`src/rtl/voice_allocator.sv`:
```
// Four-voice note allocator: retriggers matching notes, fills the lowest free voice,
// otherwise steals the oldest voice tracked by a 2-bit age permutation.
module voice_allocator (
  input  logic       clk,
  input  logic       rst,
  input  logic       ce,
  input  logic [6:0] note_num,
  input  logic [6:0] note_vel,
  input  logic       note_on,
  input  logic       note_off,
  output logic [6:0] note_num_0,
  output logic [6:0] note_num_1,
  output logic [6:0] note_num_2,
  output logic [6:0] note_num_3,
  output logic [6:0] note_vel_0,
  output logic [6:0] note_vel_1,
  output logic [6:0] note_vel_2,
  output logic [6:0] note_vel_3,
  output logic [3:0] gate,
  output logic [3:0] trig,
  output logic       steal
);

  logic [6:0] r_num [4];
  logic [6:0] r_vel [4];
  logic [1:0] r_age [4];
  logic [3:0] r_gate;
  logic [3:0] r_trig;
  logic       r_steal;

  logic [6:0] w_num_n [4];
  logic [6:0] w_vel_n [4];
  logic [1:0] w_age_n [4];
  logic [3:0] w_gate_n;
  logic [3:0] w_trig_n;
  logic       w_steal_n;

  logic [3:0] w_match;
  logic [3:0] w_oldest;
  logic [1:0] w_hit_idx;
  logic [1:0] w_free_idx;
  logic [1:0] w_old_idx;
  logic [1:0] w_tgt;
  logic       w_is_on;
  logic       w_is_off;

  function automatic logic [1:0] lowest_idx(input logic [3:0] v);
    logic [1:0] idx;
    casez (v)
      4'b???1: idx = 2'd0;
      4'b??10: idx = 2'd1;
      4'b?100: idx = 2'd2;
      4'b1000: idx = 2'd3;
      default: idx = 2'd0;
    endcase
    return idx;
  endfunction

  // Match/free/oldest search over the current voice state
  always_comb begin
    for (int i = 0; i < 4; i++) begin
      w_match[i]  = r_gate[i] && (r_num[i] == note_num);
      w_oldest[i] = (r_age[i] == 2'd3);
    end
    w_hit_idx  = lowest_idx(w_match);
    w_free_idx = lowest_idx(~r_gate);
    w_old_idx  = lowest_idx(w_oldest);
    // A zero-velocity note_on is a note_off; note_on wins over a simultaneous note_off
    w_is_on    = note_on && (note_vel != 7'd0);
    w_is_off   = note_on ? (note_vel == 7'd0) : note_off;
  end

  // Next voice state for the sampled event
  always_comb begin
    w_num_n   = r_num;
    w_vel_n   = r_vel;
    w_age_n   = r_age;
    w_gate_n  = r_gate;
    w_trig_n  = 4'b0000;
    w_steal_n = 1'b0;
    w_tgt     = 2'd0;
    if (w_is_on) begin
      if (|w_match) begin
        w_tgt = w_hit_idx;
      end else if (!(&r_gate)) begin
        w_tgt = w_free_idx;
      end else begin
        w_tgt     = w_old_idx;
        w_steal_n = 1'b1;
      end
      w_num_n[w_tgt]  = note_num;
      w_vel_n[w_tgt]  = note_vel;
      w_gate_n[w_tgt] = 1'b1;
      w_trig_n[w_tgt] = 1'b1;
      for (int i = 0; i < 4; i++) begin
        if (2'(i) == w_tgt) begin
          w_age_n[i] = 2'd0;
        end else if (r_age[i] < r_age[w_tgt]) begin
          w_age_n[i] = r_age[i] + 2'd1;
        end else begin
          w_age_n[i] = r_age[i];
        end
      end
    end else if (w_is_off && (|w_match)) begin
      w_gate_n[w_hit_idx] = 1'b0;
      w_vel_n[w_hit_idx]  = 7'd0;
    end else begin
      w_tgt = 2'd0;
    end
  end

  // State registers, updated only on enabled cycles
  always_ff @(posedge clk or posedge rst) begin
    if (rst) begin
      for (int i = 0; i < 4; i++) begin
        r_num[i] <= 7'd0;
        r_vel[i] <= 7'd0;
        r_age[i] <= 2'(3 - i);
      end
      r_gate  <= 4'b0000;
      r_trig  <= 4'b0000;
      r_steal <= 1'b0;
    end else if (ce) begin
      r_num   <= w_num_n;
      r_vel   <= w_vel_n;
      r_age   <= w_age_n;
      r_gate  <= w_gate_n;
      r_trig  <= w_trig_n;
      r_steal <= w_steal_n;
    end
  end

  assign note_num_0 = r_num[0];
  assign note_num_1 = r_num[1];
  assign note_num_2 = r_num[2];
  assign note_num_3 = r_num[3];
  assign note_vel_0 = r_vel[0];
  assign note_vel_1 = r_vel[1];
  assign note_vel_2 = r_vel[2];
  assign note_vel_3 = r_vel[3];
  assign gate       = r_gate;
  assign trig       = r_trig;
  assign steal      = r_steal;

endmodule

```
`config.mk`:
```
export PLATFORM = sky130hd
export DESIGN_NAME = voice_allocator
export DESIGN_NICKNAME = d
export VERILOG_FILES = /design/src/rtl/voice_allocator.sv
export SDC_FILE = /design/constraint.sdc
export NUM_CORES = 1
export LEC_CHECK = 0
export BUFFER_PORTS_ARGS = -buffer_cell sky130_fd_sc_hd__buf_4
export CORE_UTILIZATION = 54
export CTS_CLUSTER_SIZE = 14
export DETAILED_ROUTE_END_ITERATION = 6
export PLACE_DENSITY = 0.81
export SYNTH_ARGS = -nofsm -noshare
export SYNTH_HDL_FRONTEND = slang
export SYNTH_SLANG_ARGS = --single-unit
```
`constraint.sdc`:
```
create_clock -name clk -period 3.3 [get_ports clk]
set_clock_uncertainty 0.15 [all_clocks]
set_input_delay 0.66 -clock clk [delete_from_list [all_inputs] [get_ports clk]]
set_output_delay 0.66 -clock clk [all_outputs]
set_load 0.1 [all_outputs]
```
==> impl_metrics.env <==
export IMPL_grt_pass1_wl_um=14900
export IMPL_crit_family="compound AO/OA/AOI/OAI gates"
export IMPL_die_w_um=85.4
export IMPL_die_y_um=85.4
export IMPL_grtUsageMet2_pct=43.5
export IMPL_ctsHoldBuffers=0
export IMPL_yosysTopAreaCell="dfrtp_1"
export IMPL_busiest_layer="met2"
export IMPL_hold_viol=0
export IMPL_syn_avg_cell_area_um2=10.9
export IMPL_ys_warn_count=0
export IMPL_hp_class="register to register"
export IMPL_grt_max_degree=74
export IMPL_synth_edf_count=0
export IMPL_start_util_pct=55.6
export IMPL_synth_flop_cell="dfrtp_1"
export IMPL_cts_tree="built"
export IMPL_fin_crit_sh_pct=90.4
export IMPL_cp_required_ns=3.38
export IMPL_cts_root_buffer="clkbuf_8"
export IMPL_rsz0062_at_grt="false"
export IMPL_max_slew_margin_rel_pct=39.1
export IMPL_yosys_top_cells_area="dfrtp_1 46%, mux2_2 8.4%, xnor2_1 4.7%"
export IMPL_antenna_found_initial=0
export IMPL_antenna_cells=0
export IMPL_critPathSlowestCell="dfstp_2"
export IMPL_nets=458
export IMPL_grt_overflow_total=0
export IMPL_vias=3082
export IMPL_endpoint_kind="register"
export IMPL_post_cts_buffers=0
export IMPL_synth_cell_types=57
export IMPL_drive_gt1_share_pct=37.0
export IMPL_ios=84
export IMPL_grt_util_met3_pct=5.16
export IMPL_drc=0
export IMPL_area_growth_pct=23.0
export IMPL_port_buffers=83
export IMPL_rrSetupSlack_ns=0.32
export IMPL_syn_nets=368
export IMPL_worst_skew_pair_late_latency_ns=0.34
export IMPL_multiInputGateArea_mm2=0.00173
export IMPL_synth_compound_area_share_pct=15.3
export IMPL_worstMarginPinSlew_ns=0.914
export IMPL_gp_congestion=0.895
export IMPL_routed_wl_um=9320
export IMPL_dr_first_iter_drc_count=218
export IMPL_cts_resized=0
export IMPL_synth_simple_area_share_pct=14.6
export IMPL_synth_seq_cells=73
export IMPL_grtUsageTotal_pct=26.5
export IMPL_worstPathCellList="ha_1 > inv_1 > a21oi_1 > a2bb2oi_1 > a41oi_2 > nor2_1 > buf_4 > mux2_2"
export IMPL_cts_max_level=3
export IMPL_ys_seq_area_share_pct=48.8
export IMPL_synth_top_family_by_area="compound AO/OA/AOI/OAI gates"
export IMPL_synthCells=345
export IMPL_status="finished clean"
export IMPL_muxShareOfSynthArea_pct=8.40
export IMPL_clkSinkCount=73
export IMPL_synth_top_cell_area_share_pct=46.0
export IMPL_die_area_mm2=0.00729
export IMPL_via_per_inst=5.93
export IMPL_min_period_ns=2.98
export IMPL_async_reset_ff_share_pct=100
export IMPL_rows=30
export IMPL_finalSetupViolCount=0
export IMPL_cts_made_buffers=9
export IMPL_synth_adder_area_share_pct=1.33
export IMPL_clockBufferDepth=2
export IMPL_dr_pass1_iters=5
export IMPL_use_met1_pct=34.5
export IMPL_holdWs_ns=0.344
export IMPL_synthXorXnorAreaFrac_pct=6.53
export IMPL_max_freq_mhz=335
export IMPL_seq_area_mm2=0.00183
export IMPL_worst_path_buf_inv=2
export IMPL_drv_cap=0
export IMPL_tns_ns=0
export IMPL_path_max_fanout=19
export IMPL_core_area_mm2=0.00676
export IMPL_syn_area_mm2=0.00375
export IMPL_cp_arrival_ns=3.06
export IMPL_start_kind="register"
export IMPL_fillers=522
export IMPL_postRouteAntennaNets=0
export IMPL_slew_violations=0
export IMPL_worstSetupPathType="register to register"
export IMPL_critPathMaxStageDelay_ns=0.55
export IMPL_wl_per_cell_um=17.9
export IMPL_place_hpwl_um=6750
export IMPL_clkSlewWorstSetupHoldPaths_ns=0.08
export IMPL_grt_pass1_vias=3038
==> sequential cells by signal (all words and copies together) (netlist names), 7 cells and up <==
register,count
note_vel_1,7
note_num_3,7
note_vel_3,7
note_num_0,7
note_num_1,7
r_age,8
note_num_2,7
note_vel_0,7
note_vel_2,7
==> layer usage <==
layer / routed length, µm / vias up
met5: 0 / -
met4: 162 / 0
met3: 542 / 16
met2: 4650 / 117
met1: 3970 / 1542
li1: - / 1407
==> layout by cell type, fill, tap and decap left out, types with 3 or more instances in the layout <==
master and count:
a21oi_1 4, mux2_2 28, a22o_1 7, a21o_1 6, buf_4 95, and2_1 4, a31oi_1 6, nand3_1 11
xnor2_1 20, inv_1 18, dfstp_2 4, o21ai_0 28, dfrtp_1 69, xor2_1 8, nand4_1 9, a211oi_1 3
clkbuf_8 9, nor2_1 14, ha_1 4, nand2_1 41
==> stage by stage <==
step | utilization [%] | worst slack (ns) | cell area (µm²) | instances
after CTS | 68.4 | 0.333 | 4620 | 520
final | 68.4 | 0.316 | 4620 | 520
after global routing | 68.4 | 0.165 | 4620 | 520
after detailed placement | 65.8 | 0.199 | 4450 | 504
after floorplan | - | 0.116 | 3750 | 345
after global placement | 65.8 | 0.302 | 4450 | 504
==> kinds of logic after synthesis <==
logic type	count (synthesis)
xor gates and xnor gates	28
adders and majority gates	4
and+or+nand+nor	100
DFF	73
AOI/OAI and AO/OA	77
buffers and inverters	35
muxes	28
==> worst register-to-register path: stages (launching register included) <==
cell and delay, ns:
dfstp_2 0.55, ha_1 0.18, inv_1 0.05, a21oi_1 0.21, a2bb2oi_1 0.37, a41oi_2 0.20, nor2_1 0.47, buf_4 0.34
mux2_2 0.36
==> final cells by class <==
type,instances,area share (%)
clock buffers,10,2.76
clock inverters,6,0.921
well taps,80,2.17
repair buffers,95,15.4
flip-flops and latches,73,39.7
inverters,19,1.54
multi-input cells,237,37.5
==> final timing paths <==
kind / startpoint / endpoint / cells after the start
min in group asynchronous: rst / note_num_1[2] / 3
hold reg to reg: trig[0] / trig[0] / 1
setup reg to reg: r_age[2] / note_num_0[2] / 8
max in group asynchronous: rst / r_age[3] / 3
hold / removal: trig[0] / trig[0] / 1
setup / recovery: r_age[2] / note_num_0[2] / 8
==> synthesized netlist by cell type (3+ instances only) <==
cell and number:
xnor2_1 20, o21ai_0 28, nand4_1 9, dfstp_2 4
a21oi_1 4, nor2_1 14, a31oi_1 6, nand3_1 11
a211oi_1 3, dfrtp_1 69, xor2_1 8, clkbuf_1 5
a21o_1 6, and2_1 4, a22o_1 7, buf_6 7
inv_1 19, mux2_2 28, nand2_1 41, ha_1 4
buf_2 3
Power is left out: the tool's default activity adds up to more than one toggle a clock period on the data nets, which glitch-free logic cannot reach.
